<file path="src/rtl/wbs_pkg.sv">
// Shared types and widths for the word-to-byte scheduler.
package wbs_pkg;

  localparam int WORD_W = 16;
  localparam int BYTE_W = 8;

  typedef enum logic [1:0] {
    ST_IDLE = 2'd0,
    ST_HI   = 2'd1,
    ST_LO   = 2'd2
  } wbs_state_e;

  typedef logic wbs_src_t;

  localparam wbs_src_t SRC_CH0 = 1'b0;
  localparam wbs_src_t SRC_CH1 = 1'b1;

  function automatic logic [BYTE_W-1:0] hi_byte(input logic [WORD_W-1:0] w);
    return w[WORD_W-1 -: BYTE_W];
  endfunction

  function automatic logic [BYTE_W-1:0] lo_byte(input logic [WORD_W-1:0] w);
    return w[BYTE_W-1:0];
  endfunction

endpackage

</file>
<file path="src/rtl/wbs_rr_arb.sv">
// Two-way round-robin arbiter: on a tie the channel not granted last wins.
module wbs_rr_arb
  import wbs_pkg::*;
(
  input  logic [1:0] req,
  input  wbs_src_t   last,
  output logic [1:0] gnt
);

  always_comb begin
    gnt = 2'b00;
    case (req)
      2'b01:   gnt = 2'b01;
      2'b10:   gnt = 2'b10;
      2'b11:   gnt = (last == SRC_CH1) ? 2'b01 : 2'b10;
      default: gnt = 2'b00;
    endcase
  end

endmodule

</file>
<file path="src/rtl/word_byte_sched.sv">
// Two-channel 16-bit word to byte-stream scheduler with round-robin input arbitration.
// Define WBS_LOW_BYTE_EN to emit both bytes per word; otherwise only the high byte is sent.
module word_byte_sched
  import wbs_pkg::*;
#(
  parameter logic PRIO_RESET = 1'b0
) (
  input  logic              clk,
  input  logic              rst_n,
  input  logic [WORD_W-1:0] in0_data,
  input  logic              in0_valid,
  output logic              in0_ready,
  input  logic [WORD_W-1:0] in1_data,
  input  logic              in1_valid,
  output logic              in1_ready,
  output logic [BYTE_W-1:0] out_data,
  output logic              out_valid,
  input  logic              out_ready,
  output logic              out_src,
  output logic              out_last,
  output logic              busy
);

  wbs_state_e        state_q, state_d;
  logic [WORD_W-1:0] word_q, word_d;
  wbs_src_t          src_q, src_d;
  wbs_src_t          last_q, last_d;

  logic [1:0] gnt;
  logic [1:0] in_ready;
  logic       accept;
  logic       xfer;

  wbs_rr_arb u_arb (
    .req  ({in1_valid, in0_valid}),
    .last (last_q),
    .gnt  (gnt)
  );

  // The word slot frees up on the edge its final byte leaves, so the next word
  // can be taken in that same cycle; reset gates ready off combinationally.
  always_comb begin
    accept = 1'b0;
    case (state_q)
      ST_IDLE: accept = 1'b1;
`ifdef WBS_LOW_BYTE_EN
      ST_LO:   accept = out_ready;
`else
      ST_HI:   accept = out_ready;
`endif
      default: accept = 1'b0;
    endcase
  end

  assign in_ready  = (accept && rst_n) ? gnt : 2'b00;
  assign in0_ready = in_ready[0];
  assign in1_ready = in_ready[1];
  assign xfer      = |in_ready;

  always_comb begin
    state_d = state_q;
    word_d  = word_q;
    src_d   = src_q;
    last_d  = last_q;
    case (state_q)
`ifdef WBS_LOW_BYTE_EN
      ST_HI:   if (out_ready) state_d = ST_LO;
      ST_LO:   if (out_ready) state_d = ST_IDLE;
`else
      ST_HI:   if (out_ready) state_d = ST_IDLE;
`endif
      ST_IDLE: state_d = ST_IDLE;
      default: state_d = ST_IDLE;
    endcase
    if (xfer) begin
      state_d = ST_HI;
      word_d  = gnt[1] ? in1_data : in0_data;
      src_d   = gnt[1] ? SRC_CH1 : SRC_CH0;
      last_d  = gnt[1] ? SRC_CH1 : SRC_CH0;
    end
  end

  always_ff @(posedge clk) begin
    if (!rst_n) begin
      state_q <= ST_IDLE;
      word_q  <= '0;
      src_q   <= SRC_CH0;
      last_q  <= ~PRIO_RESET;
    end else begin
      state_q <= state_d;
      word_q  <= word_d;
      src_q   <= src_d;
      last_q  <= last_d;
    end
  end

  always_comb begin
    out_data = '0;
    out_last = 1'b0;
    case (state_q)
      ST_HI: begin
        out_data = hi_byte(word_q);
`ifdef WBS_LOW_BYTE_EN
        out_last = 1'b0;
`else
        out_last = 1'b1;
`endif
      end
`ifdef WBS_LOW_BYTE_EN
      ST_LO: begin
        out_data = lo_byte(word_q);
        out_last = 1'b1;
      end
`endif
      default: begin
        out_data = '0;
        out_last = 1'b0;
      end
    endcase
  end

  assign busy      = (state_q != ST_IDLE);
  assign out_valid = busy;
  assign out_src   = busy ? src_q : SRC_CH0;

endmodule
</file>
<file path="config.mk">
export PLATFORM = sky130hd
export DESIGN_NAME = word_byte_sched
export DESIGN_NICKNAME = d
export VERILOG_FILES = /design/src/rtl/wbs_pkg.sv /design/src/rtl/wbs_rr_arb.sv /design/src/rtl/word_byte_sched.sv
export SDC_FILE = /design/constraint.sdc
export NUM_CORES = 1
export LEC_CHECK = 0
export CORE_ASPECT_RATIO = 1.2
export CORE_MARGIN = 3
export CORE_UTILIZATION = 36
export CTS_CLUSTER_SIZE = 20
export DETAILED_ROUTE_END_ITERATION = 10
export PLACE_DENSITY = 0.95
export SLEW_MARGIN = 0
export SYNTH_ARGS = -nofsm -noshare
export SYNTH_HDL_FRONTEND = slang
export SYNTH_SLANG_ARGS = --single-unit
export TNS_END_PERCENT = 30
</file>
<file path="constraint.sdc">
create_clock -name clk -period 1.8 [get_ports clk]
set_input_delay 0.27 -clock clk [delete_from_list [all_inputs] [get_ports clk]]
set_output_delay 0.27 -clock clk [all_outputs]
set_load 0.005 [all_outputs]
</file>
==> key figures <==
Run status
  • Status: finished clean

Setup path
  • RR Endpoint: word_q[13]
  • Worst Path Required: ~1.5 ns
  • CP endpoint kind: output port
  • Critical path destination: out_data[4]
  • Worst path slowest cell: clkdlybuf4s50_1
  • CP Depth: 3
  • Crit. Startpoint: state_q[0]
  • Worst path cell trace: buf_4 -> and2_2 -> clkdlybuf4s50_1
  • Buf/Inv on CP: 2
  • Worst path top cell family by delay: buffers and inverters
  • Startpoint types: register
  • Crit Path Class: reg -> out
  • R2R Setup Slk: just under 0.7 ns
  • Slowest cell delay on critical path: 0.50 ns
  • Worst Reg-to-Reg Cells: 4
  • CP Data Arrival Time: between 1 and 1.5 ns
  • Worst reg2reg startpoint: state_q[0]
  • Crit path max fanout: 12

Global route
  • Gr ovfl total: 0
  • Global-route wire length before repair: 2880 um
  • Initial antenna violation count: 0
  • Vias in the first global route: 638
  • Pin count of the biggest net entering global routing: 20
  • Gr usage total: 16.2%

CTS
  • Worst skew pair latency: approximately 0.26 ns
  • Post-CTS setup buffer count: 0
  • H-tree depth: 1
  • CTS Sinks: 11
  • TritonCTS buffer count: 3
  • Root buffer cell: clkbuf_4
  • CTS tree: built
  • Clock transition at path regs: about 0.07 ns
  • CTS Buffer Depth: 2

Yosys
  • Post-Synth Adder-Cell Area: 0%
  • Compound-Gate Fraction of Synth Area: a little over 20%
  • Synth Area in Simple Gates: just under 40%
  • Syn Nets: 103
  • Sequential fraction of the synthesis area: ~32%
  • Post-synthesis xor/xnor area fraction: 0%
  • Cell count after synthesis: between 60 and 70
  • Synth Register Bits: 11
  • Mux contribution to synthesized area: 0%
  • Largest family of logic cells by synthesized area: simple AND/OR/NAND/NOR gates
  • Syn_area_per_cell: between 10 and 15 um^2
  • Synth cell types: 21
  • Synthesis warning total: 0
  • Post-synthesis cell area: between 600 and 700 um^2

STA
  • Worst-Margin Slew: about 0.20 ns
  • Minimum clock period: about 1.7 ns
  • Max Fclk: between 500 and 600 MHz
  • Setup TNS: 0 ns
  • Slew Limit Fails: 0
  • RSZ-0062 raised after global routing: false
  • Final hold vios: 0
  • Final worst path period share: a little over nine tenths
  • Slew Limit Headroom: 86.5%
  • Skew final: around 0.0025 ns
  • Setup violators final: 0

Detailed routing
  • DRT antenna net count: 0
  • Drt pass-1 iters: 4
  • Drt via density: 5.48
  • Wire length per cell: approximately 15 um
  • DRC: 0
  • DR vias: about 670
  • Drt initial violations: 18
  • DRT Wirelength: roughly 1800 um

Floorplanning
  • Initial core utilization: 39.8%
  • FP Rows: 16
  • CORE AREA: around 0.0017 mm^2
  • Die Y: roughly 54 um
  • Die X-Extent: about 46 um
  • Die Area: 0.00246 mm^2
  • # IOs: 51

Layout
  • Utilization after layout: between 60% and 70%
  • Synthesis-to-layout area growth: 58.9%
  • Ant. Diodes: 0
  • Layout cells sized above 1: between 20 and 25%
  • Final #Nets: between 100 and 150
  • Fill count: ~150
  • Non-Filler Cell Area, Final: 0.00109 mm^2

Pwr
  • Max IR drop VDD: just under 300 uV
  • Total Power: between 0.0006 and 0.0007 W
  • PD cells: about 580 mW/mm^2
  • Leakage Power: 0.414 nW

Placement
  • Placed cell area: about 0.0011 mm^2
  • Buffers on Ports: 34
  • Gpl congestion: around 0.78
  • HPWL after DPL: roughly 1300 um

Hold path
  • Worst Hold Class: reg -> reg

Flow run
  • MaxCap Viol Count: 0
cells in the mapped netlist:
| cell | number | area share (%) |
|---|---|---|
| a21boi_0 | 1 | 1.1 |
| a21boi_1 | 1 | 1.1 |
| a21oi_1 | 1 | 0.73 |
| and2_1 | 1 | 0.91 |
| and2_2 | 9 | 9.9 |
| and3_1 | 2 | 1.8 |
| and4_1 | 1 | 1.3 |
| buf_2 | 3 | 2.2 |
| buf_4 | 2 | 2.2 |
| buf_6 | 2 | 3.3 |
| clkbuf_1 | 1 | 0.55 |
| dfxtp_1 | 11 | 32 |
| nand2_4 | 1 | 1.6 |
| nand2b_1 | 1 | 0.91 |
| nand2b_4 | 1 | 2.0 |
| nand4b_1 | 16 | 20 |
| nor2_1 | 1 | 0.55 |
| o2111a_1 | 8 | 13 |
| o21a_1 | 1 | 1.1 |
| o21a_4 | 1 | 2.2 |
| o21ai_1 | 1 | 0.73 |
how the worst min path moves through the flow:
stage | to | depth (start not counted) | from | slack, ns
global placement | word_q[9] | 1 | word_q[9] | 0.51
floorplan | state_q[0] | 1 | rst_n | 0.42
CTS | word_q[15] | 1 | word_q[15] | 0.53
global route | word_q[14] | 1 | word_q[14] | 0.55
detailed placement | word_q[15] | 1 | word_q[15] | 0.52
finish | word_q[15] | 1 | word_q[15] | 0.53
worst reg2reg max path: stages (launching register included):
cell and delay [ns]:
dfxtp_2 0.35, nand2b_4 0.07, buf_4 0.20, o21a_4 0.17, o2111a_1 0.23
timing repair:
action,CTS,global route
resized for setup,4,1
endpoints found under the setup margin,2,9
hold buffers,0,0
endpoints found under the hold margin,0,0
registers in the layout, indices dropped and copies added, names as in the netlist:
name     count
last_q       1
src_q        1
state_q      1
word_q       8
final cells by class:
class | instances | area [um^2] | share of cell area [%]
multi-input combinational | 47 | 413 | 38.0
timing repair buffer | 43 | 404 | 37.2
tap | 18 | 22.5 | 2.07
sequential | 11 | 221 | 20.4
clock buffer | 4 | 26.3 | 2.42
power by group:
part	internal, W	total (W)	switching, W
clock network	0.0000856	0.000162	0.0000765
registers	0.000266	0.000279	0.0000125
logic	0.000125	0.000193	0.0000680
total	0.000477	0.000634	0.000157
per-stage QoR:
| step | setup slack (ns) | instances | hold slack, ns |
|---|---|---|---|
| finish | 0.101 | 123 | 0.528 |
| detailed placement | -0.111 | 119 | 0.516 |
| CTS | 0.0411 | 123 | 0.532 |
| global route | 0.0156 | 123 | 0.550 |
| global placement | -0.128 | 119 | 0.510 |
| floorplan | 0.607 | 66 | 0.424 |
logic make-up after synthesis:
group | count (synthesis)
simple gates | 33
compound gates | 14
flops | 11
buf+inv | 8
layout by cell type, fill, tap and decap left out, types with 3 or more instances in the layout:
cell | netlist | layout
clkdlybuf4s50_1 | 0 | 31
dfxtp_1 | 11 | 10
dlygate4sd2_1 | 0 | 3
o2111a_1 | 8 | 8
buf_4 | 2 | 9
nand4b_1 | 16 | 16
clkbuf_4 | 0 | 3
and2_2 | 9 | 9
layer usage:
metal | GRT usage (%) | wire [um] | vias up
met5 | 0 | 0 | -
met4 | 5.69 | 0 | 0
met3 | 4.01 | 147 | 0
met2 | 26.5 | 872 | 29
met1 | 20.3 | 803 | 310
li1 | - | - | 335
Power figures use the tool's default switching activity.
